==> src/rtl/lc3_mem_pkg.sv <==
// lc3_mem_pkg: shared types for the LC-3 SRAM path.
// Sequencer states, port id and default strobe length.
package lc3_mem_pkg;

  typedef enum logic [1:0] {
    IDLE,
    ACCESS,
    ACK
  } state_t;

  typedef logic port_id_t;

  localparam int WAIT_DEF = 2;

endpackage

==> src/rtl/arb2_rr.sv <==
// arb2_rr: two-way round-robin pick.
// Purely combinational; last_grant register lives in the parent.
import lc3_mem_pkg::*;

module arb2_rr (
  input  logic     Req0,
  input  logic     Req1,
  input  port_id_t last_grant,
  output port_id_t grant,
  output logic     valid
);

  // On a tie the port not served last wins
  always_comb begin
    valid = Req0 | Req1;
    grant = 1'b0;
    if (Req0 && Req1)
      grant = ~last_grant;
    else
      grant = Req1;
  end

endmodule

==> src/rtl/sram_arbiter.sv <==
// sram_arbiter: two-port async SRAM arbiter and strobe sequencer.
// Latches the winner, runs a fixed strobe window, pulses Ack.
import lc3_mem_pkg::*;

module sram_arbiter #(
  parameter int ADDR_W      = 20,
  parameter int DATA_W      = 16,
  parameter int WAIT_CYCLES = WAIT_DEF
) (
  input  logic              Clk,
  input  logic              Reset_n,
  input  logic              Req0,
  input  logic              Req1,
  input  logic              We0,
  input  logic              We1,
  input  logic [ADDR_W-1:0] Addr0,
  input  logic [ADDR_W-1:0] Addr1,
  input  logic [DATA_W-1:0] Wdata0,
  input  logic [DATA_W-1:0] Wdata1,
  output logic              Ack0,
  output logic              Ack1,
  output logic [DATA_W-1:0] Rdata,
  output logic [ADDR_W-1:0] Mem_ADDR,
  output logic [DATA_W-1:0] Mem_Dout,
  output logic              Mem_Dout_en,
  input  logic [DATA_W-1:0] Mem_Din,
  output logic              Mem_CE,
  output logic              Mem_UB,
  output logic              Mem_LB,
  output logic              Mem_OE,
  output logic              Mem_WE
);

  localparam logic [3:0] LAST = 4'(WAIT_CYCLES - 1);

  state_t     state;
  port_id_t   gid;
  port_id_t   last_grant;
  port_id_t   gnt;
  logic       gnt_vld;
  logic       we_q;
  logic [3:0] cnt;

  arb2_rr u_arb (
    .Req0       (Req0),
    .Req1       (Req1),
    .last_grant (last_grant),
    .grant      (gnt),
    .valid      (gnt_vld)
  );

  // Sequencer: IDLE latches winner, ACCESS strobes, ACK pulses
  always_ff @(posedge Clk or negedge Reset_n) begin
    if (!Reset_n) begin
      state       <= IDLE;
      gid         <= 1'b0;
      last_grant  <= 1'b1;
      we_q        <= 1'b0;
      cnt         <= '0;
      Ack0        <= 1'b0;
      Ack1        <= 1'b0;
      Rdata       <= '0;
      Mem_ADDR    <= '0;
      Mem_Dout    <= '0;
      Mem_Dout_en <= 1'b0;
      Mem_CE      <= 1'b1;
      Mem_UB      <= 1'b1;
      Mem_LB      <= 1'b1;
      Mem_OE      <= 1'b1;
      Mem_WE      <= 1'b1;
    end else begin
      Ack0 <= 1'b0;
      Ack1 <= 1'b0;
      unique case (state)
        IDLE: begin
          if (gnt_vld) begin
            gid         <= gnt;
            Mem_ADDR    <= gnt ? Addr1 : Addr0;
            Mem_Dout    <= gnt ? Wdata1 : Wdata0;
            we_q        <= gnt ? We1 : We0;
            cnt         <= '0;
            Mem_CE      <= 1'b0;
            Mem_UB      <= 1'b0;
            Mem_LB      <= 1'b0;
            Mem_OE      <= gnt ? We1 : We0;
            Mem_WE      <= gnt ? ~We1 : ~We0;
            Mem_Dout_en <= gnt ? We1 : We0;
            state       <= ACCESS;
          end
        end
        ACCESS: begin
          if (cnt == LAST) begin
            Mem_CE      <= 1'b1;
            Mem_UB      <= 1'b1;
            Mem_LB      <= 1'b1;
            Mem_OE      <= 1'b1;
            Mem_WE      <= 1'b1;
            Mem_Dout_en <= 1'b0;
            if (!we_q)
              Rdata <= Mem_Din;
            if (gid)
              Ack1 <= 1'b1;
            else
              Ack0 <= 1'b1;
            state <= ACK;
          end else begin
            cnt <= cnt + 4'd1;
          end
        end
        ACK: begin
          last_grant <= gid;
          state      <= IDLE;
        end
        default: state <= IDLE;
      endcase
    end
  end

endmodule

==> config.mk <==
export PLATFORM = sky130hd
export DESIGN_NAME = sram_arbiter
export DESIGN_NICKNAME = d
export VERILOG_FILES = /design/src/rtl/lc3_mem_pkg.sv /design/src/rtl/arb2_rr.sv /design/src/rtl/sram_arbiter.sv
export SDC_FILE = /design/constraint.sdc
export NUM_CORES = 1
export LEC_CHECK = 0
export CORE_ASPECT_RATIO = 1.1
export CORE_UTILIZATION = 40
export DETAILED_ROUTE_END_ITERATION = 8
export PLACE_DENSITY = 0.8
export SLEW_MARGIN = 5
export SYNTH_ARGS = -nofsm -noshare
export SYNTH_HDL_FRONTEND = slang
export SYNTH_SLANG_ARGS = --single-unit
==> constraint.sdc <==
create_clock -name Clk -period 2.6 [get_ports Clk]
set_input_delay 0.78 -clock Clk [delete_from_list [all_inputs] [get_ports Clk]]
set_output_delay 0.78 -clock Clk [all_outputs]
set_load 0.03 [all_outputs]
==> flow_summary.toml, run 1 <==
[global_route]
globalRouteOverflowTotal = 0
pin_count_of_the_biggest_net_entering_global_routing = 39
antenna_found_initial = 0
grt_first_pass_wirelength_mm = 11.1
first_global_vias = 2290
global_route.usage.total_pct = 18.2

[place]
pre_cts_ws_ps = -144
io_buffers = 153
hpwl_mm = 5.36
placement.cell_area_um2 = 4710
routabilityCongestion = 0.707

[yosys]
synthesis.area_um2 = 3050
yosys_register_bits = 67
postSynthAreaPerCell_um2 = 14.6
count_of_mapped_cells_out_of_synthesis = 209
synthesis.nets = 305
ys_seq_area_share_pct = 55.1
yosys_warnings = 0
synth_cell_types = 32

[clock_network]
clkSlewWorstSetupHoldPaths_ps = 70
worst_skew_pair.late_latency_ps = 320
cts_repair_resize_count = 0
tritoncts = "yes"
cts_inserted_buffers = 9
clockRootBuffer = "sky130_fd_sc_hd__clkbuf_8"
clock_sinks = 67
holdBufCountCts = 0
postCtsSetupBuffers = 0
clockBufferDepth = 2
htree_levels = 3

[hold_path]
timing.hold.worst.class = "input pin to async pin"

[critical_path]
worstPathBufferInverterCount = 1
worst_path_largest_cell_delay_ps = 820
crit_type = "input pin to flip-flop"
worst_path_dominant_cell_family = "simple AND/OR/NAND/NOR gates"
critPathArrivalTime_ps = 2590
crit_path_top_delay_cell = "sky130_fd_sc_hd__nor2_4"
cp_max_fo = 38
critPathRequiredTime_ps = 2800
r2r_setup_slack_ps = 430
startpoint_type = "input pin"
timing.critical_path.to_type = "flip-flop"
path_cells = "clkdlybuf4s50_1 -> nor2_1 -> nor2_4 -> mux2_2"

[layout]
diodes = 0
fin_nets = 464
mostFrequentLayoutCells = "sky130_fd_sc_hd__clkdlybuf4s50_1, sky130_fd_sc_hd__mux2_2, sky130_fd_sc_hd__dfrtp_1"
layout.cell_area.non_filler_um2 = 4950
final_core_util_pct = 66.6
most_common_cell_after_layout_fill_and_taps_aside = "sky130_fd_sc_hd__clkdlybuf4s50_1"
final_layout_size_suffix_gt1_share_pct = 32.4
area_delta_synth_final_pct = 62.4

[power_and_ir_drop]
power.net_switching_mw = 2.37
power.density_nw_per_um2 = 1260
cell_internal_pwr_mw = 3.88
sw_frac_of_total_pct = 37.9
leakage_nw = 2.03
combPwrFrac_pct = 53.4
clockPowerShare_pct = 16.5
vdd_drop_max_mv = 0.745
power_frac_seq_pct = 30.0

[sta]
clock_skew_ps = 6.71
report.final.setup_viol = 0
post_layout_worst_setup_margin_ps = 214
achievable-frequency_ghz = 0.419
final_min_period_over_clock_period_pct = 91.8
worstMarginPinSlew_ps = 1090
timing.final.crit_period_ps = 2390
max_slew_headroom_pct = 27.1
report.final.slew_viol_count = 0
final-hold-violation-count = 0
rsz0062_at_grt = "no"

[route]
total_number_of_vias = 2267
detailedRoute.firstPassIterationCount = 4
detail-route-antenna-nets = 0
drcViolationCount = 0
route.detailed.vias_per_inst = 4.93
initialDrtViolationCount = 45
detailed_route_wire_length_per_cell_um = 15.4
routed_wl_mm = 7.09

[floorplan]
io_pins = 154
floorplan.die_area_um2 = 7980
die_x_um = 85.2
rows = 33
die_height_um = 93.6
floorplan.initialDensity_pct = 41.0
design.core.area_um2 = 7430

[flow_run]
maxCapViolCount = 0

[run_status]
status = "finished clean"
flip-flops by register name, indices dropped and copies added (netlist names):
signal	flops
Mem_Dout_en	1
Ack1	1
Ack0	1
we_q	1
Rdata	16
last_grant	1
state	2
Mem_ADDR	20
Mem_Dout	16
Mem_LB	1
Mem_WE	1
cnt	4
gid	1
Mem_OE	1
synthesized netlist by cell type:
master	count	area [um^2]
sky130_fd_sc_hd__mux2_2	89	1000
sky130_fd_sc_hd__dfrtp_1	63	1580
sky130_fd_sc_hd__buf_2	9	45.0
sky130_fd_sc_hd__dfstp_2	4	105
sky130_fd_sc_hd__inv_1	4	15.0
sky130_fd_sc_hd__nor2_1	4	15.0
sky130_fd_sc_hd__mux2i_1	3	30.0
sky130_fd_sc_hd__o21ai_0	3	15.0
sky130_fd_sc_hd__o22ai_1	3	18.8
sky130_fd_sc_hd__buf_4	2	15.0
sky130_fd_sc_hd__ha_1	2	25.0
sky130_fd_sc_hd__o221ai_1	2	17.5
sky130_fd_sc_hd__or2b_1	2	15.0
sky130_fd_sc_hd__a21boi_0	1	7.51
sky130_fd_sc_hd__a21o_1	1	7.51
sky130_fd_sc_hd__a22o_1	1	8.76
sky130_fd_sc_hd__a2bb2oi_1	1	8.76
sky130_fd_sc_hd__and2_1	1	6.26
sky130_fd_sc_hd__buf_8	1	15.0
sky130_fd_sc_hd__clkbuf_1	1	3.75
sky130_fd_sc_hd__nand2b_1	1	6.26
sky130_fd_sc_hd__nand3_1	1	5.00
sky130_fd_sc_hd__nor2b_1	1	6.26
sky130_fd_sc_hd__nor3_1	1	5.00
sky130_fd_sc_hd__nor3_4	1	16.3
sky130_fd_sc_hd__nor3b_1	1	7.51
sky130_fd_sc_hd__o211ai_1	1	7.51
sky130_fd_sc_hd__o22a_1	1	8.76
sky130_fd_sc_hd__or2_1	1	6.26
sky130_fd_sc_hd__or3b_1	1	8.76
sky130_fd_sc_hd__or4b_2	1	10.0
sky130_fd_sc_hd__xor2_1	1	8.76
power groups by stage:
stage	Sequential (mW)	Combinational, mW	Clock (mW)
after floorplan	2.78	1.15	0
after global placement	1.88	3.30	0
after detailed placement	1.90	3.36	0
after CTS	1.89	3.37	1.07
after global routing	1.95	3.51	1.11
final	1.87	3.34	1.03
worst paths after layout:
| kind | start | end | depth (start not counted) |
|---|---|---|---|
| hold reg to reg | gid | Ack0 | 1 |
| setup / recovery | Req1 | Mem_ADDR[8] | 4 |
| min in group Clk | gid | Ack0 | 1 |
| setup reg to reg | state[0] | Mem_ADDR[8] | 3 |
| max in group asynchronous | Reset_n | Rdata[9] | 2 |
| hold / removal | Reset_n | Rdata[0] | 1 |
worst register-to-register path, delay by kind of cell (launching register included):
| kind | cells | cell delay, ps |
|---|---|---|
| DFF | 1 | 400 |
| and+or+nand+nor | 2 | 1220 |
| muxes | 1 | 440 |
stage by stage:
step	cells	power (mW)	setup TNS [ps]	hold WS (ps)
after floorplan	209	3.93	0	443
after global placement	444	5.18	-4000	490
after detailed placement	444	5.26	-4640	493
after CTS	460	6.32	0	496
after global routing	460	6.57	0	519
final	460	6.25	0	490
routing by layer:
layer  track usage [%]  part of all wire [%]  vias up
met1              21.4                    41     1086
met5                 0                     0        -
met2              30.8                    49      107
met4              6.92                   1.1        0
met3              5.83                   9.0        8
li1                  -                     -     1066
area by class of cell:
type	count	area, um^2
Tap cell	87	109
Fill cell	580	2480
Sequential cell	67	1680
Timing Repair Buffer	161	1610
Clock buffer	11	141
Clock inverter	5	100
Inverter	4	15.0
Multi-Input combinational cell	125	1290
logic make-up (layout without fill, tap and decap cells):
family / Yosys count / count (layout) / share of synthesized area, %
adders and majority gates: 2 / 2 / 0.821
DFF: 67 / 67 / 55.1
and+or+nand+nor: 16 / 16 / 3.53
xor gates and xnor gates: 1 / 1 / 0.287
buffers and inverters: 17 / 181 / 3.08
AOI/OAI and AO/OA: 14 / 14 / 3.28
muxes: 92 / 92 / 33.9
No activity file was read; power rests on OpenSTA's default activity.
==> run 2, diff against run 1 <==
--- a/config.mk
+++ b/config.mk
@@ -8,6 +8,7 @@
 export CORE_ASPECT_RATIO = 1.1
 export CORE_UTILIZATION = 40
 export DETAILED_ROUTE_END_ITERATION = 8
+export HOLD_SLACK_MARGIN = 0.15
 export PLACE_DENSITY = 0.8
 export SLEW_MARGIN = 5
 export SYNTH_ARGS = -nofsm -noshare
==> results of run 2 <==
The final DEF is identical to that of run 1; final timing and power are the same.
==> run 3, diff against run 2 <==
--- a/config.mk
+++ b/config.mk
@@ -6,6 +6,7 @@
 export NUM_CORES = 1
 export LEC_CHECK = 0
 export CORE_ASPECT_RATIO = 1.1
+export CORE_MARGIN = 4
 export CORE_UTILIZATION = 40
 export DETAILED_ROUTE_END_ITERATION = 8
 export HOLD_SLACK_MARGIN = 0.15
==> flow_summary.toml, run 3 (synthesis results as in run 1) <==
[critical_path]
cp_max_fo = 38
crit_type = "input pin to flip-flop"
beginning_of_the_critical_path = "Req1"
r2r_setup_slack_ps = 440
critPathCapture = "Mem_Dout[8]"
r2r_start = "state[0]"
startpoint_type = "input pin"
r2r_end = "Mem_Dout[8]"
timing.reg2reg.worst_path_depth = 3
path_cells = "clkdlybuf4s50_1 -> nor2_1 -> nor2_4 -> mux2_2"
critPathArrivalTime_ps = 2630
worst_path_largest_cell_delay_ps = 820
crit_path_top_delay_cell = "sky130_fd_sc_hd__nor2_4"
timing.critical_path.to_type = "flip-flop"
critPathRequiredTime_ps = 2810

[place]
routabilityCongestion = 0.725
pre_cts_ws_ps = -184
placedCellCount = 443
io_buffers = 153
hpwl_mm = 5.88

[floorplan]
io_pins = 154
die_height_um = 99.6
design.core.area_um2 = 7430
die_x_um = 91.2
rows = 33
floorplan.initialDensity_pct = 41.0
floorplan.die_area_um2 = 9090

[sta]
report.final.setup_viol = 0
max_slew_headroom_pct = 27.0
rsz0062_at_grt = "no"
report.final.slew_viol_count = 0
hold_slack_ps = 463
post_layout_worst_setup_margin_ps = 174
timing.final.crit_period_ps = 2430
clock_skew_ps = 11.2
achievable-frequency_ghz = 0.412
tns_ps = 0
final_min_period_over_clock_period_pct = 93.3
final-hold-violation-count = 0
worstMarginPinSlew_ps = 1090

[clock_network]
worst_skew_pair.late_latency_ps = 330
postCtsSetupBuffers = 0
cts_repair_resize_count = 0
htree_levels = 3
clockRootBuffer = "sky130_fd_sc_hd__clkbuf_8"
clock_sinks = 67
cts_inserted_buffers = 9
clockBufferDepth = 2
clkSlewWorstSetupHoldPaths_ps = 70
tritoncts = "yes"
holdBufCountCts = 0

[power_and_ir_drop]
power.density_nw_per_um2 = 1260
vdd_drop_max_mv = 0.639
leakage_nw = 2.02

[layout]
layout.area.seq_um2 = 1680
mostFrequentLayoutCells = "sky130_fd_sc_hd__clkdlybuf4s50_1, sky130_fd_sc_hd__mux2_2, sky130_fd_sc_hd__dfrtp_1"
most_common_cell_after_layout_fill_and_taps_aside = "sky130_fd_sc_hd__clkdlybuf4s50_1"
final_layout_size_suffix_gt1_share_pct = 32.3
multiInputGateArea_um2 = 1290
diodes = 0
post_route_insts_no_fill = 459
largest_register_ff_count = 20
fin_nets = 463
fillCellCount = 578
area_delta_synth_final_pct = 62.1
leading_registers_by_flop_count = "Mem_ADDR (20), Mem_Dout (16), Rdata (16)"
most_flop_heavy_register = "Mem_ADDR"

[global_route]
global_route.usage.total_pct = 16.8
grt_first_pass_wirelength_mm = 11.9
globalRouteOverflowTotal = 0
antenna_found_initial = 0
first_global_vias = 2451
pin_count_of_the_biggest_net_entering_global_routing = 39

[flow_run]
maxCapViolCount = 0

[route]
total_number_of_vias = 2268
detailed_route_wire_length_per_cell_um = 16.3
detailedRoute.firstPassIterationCount = 4
initialDrtViolationCount = 49
routed_wl_mm = 7.48
route.detailed.vias_per_inst = 4.94
drcViolationCount = 0
detail-route-antenna-nets = 0

[run_status]
status = "finished clean"

[hold_path]
timing.hold.worst.class = "input pin to async pin"
run 3: cell types whose count changed in the layout (fill, tap and decap cells not counted), sizes merged:
cell / before / now
clkbuf: 11 / 12
buf: 9 / 8
clkinv: 2 / 1
clkinvlp: 0 / 1
bufinv: 3 / 2
run 3: power by group:
part           internal (mW)  switching, mW
sequential              1.59          0.294
combinational           1.63           1.73
clock                  0.591          0.371
run 3: area by class of cell:
type                    count  share of cell area (%)
well taps                  87                    2.20
clock buffers              12                    3.14
repair buffers            160                    32.7
inverters                   4                   0.304
clock inverters             4                    1.47
flip-flops and latches     67                    34.0
multi-input cells         125                    26.2
run 3: metrics by stage:
step / util, % / power, mW / cell area [um^2]
5_1_grt: 66.5 / 6.55 / 4940
3_3_place_gp: 63.4 / 5.20 / 4710
6_report: 66.5 / 6.20 / 4940
4_1_cts: 66.5 / 6.30 / 4940
2_1_floorplan: - / 3.93 / 3050
3_5_place_dp: 63.4 / 5.31 / 4710
run 3: critical path, delay by kind of cell:
family	cells	cell delay, ps
multiplexers	1	420
AND/OR/NAND/NOR	2	910
buffers and inverters	1	500
run 3: how the worst min path moves through the flow:
stage | from | end | cells past startpoint
global placement | gid | Ack0 | 1
CTS | Reset_n | Mem_ADDR[13] | 1
detailed placement | gid | Ack0 | 1
finish | Reset_n | Mem_ADDR[13] | 1
floorplan | gid | Ack0 | 1
global route | Reset_n | Mem_ADDR[13] | 1
run 3: metal layers:
layer	part of all wire [%]	up-vias	wire length [um]	track usage, %
li1	-	1068	-	-
met1	39	1077	2940	19.2
met2	49	111	3640	27.2
met3	10	12	762	6.66
met4	1.8	0	131	8.58
met5	0	-	0	0
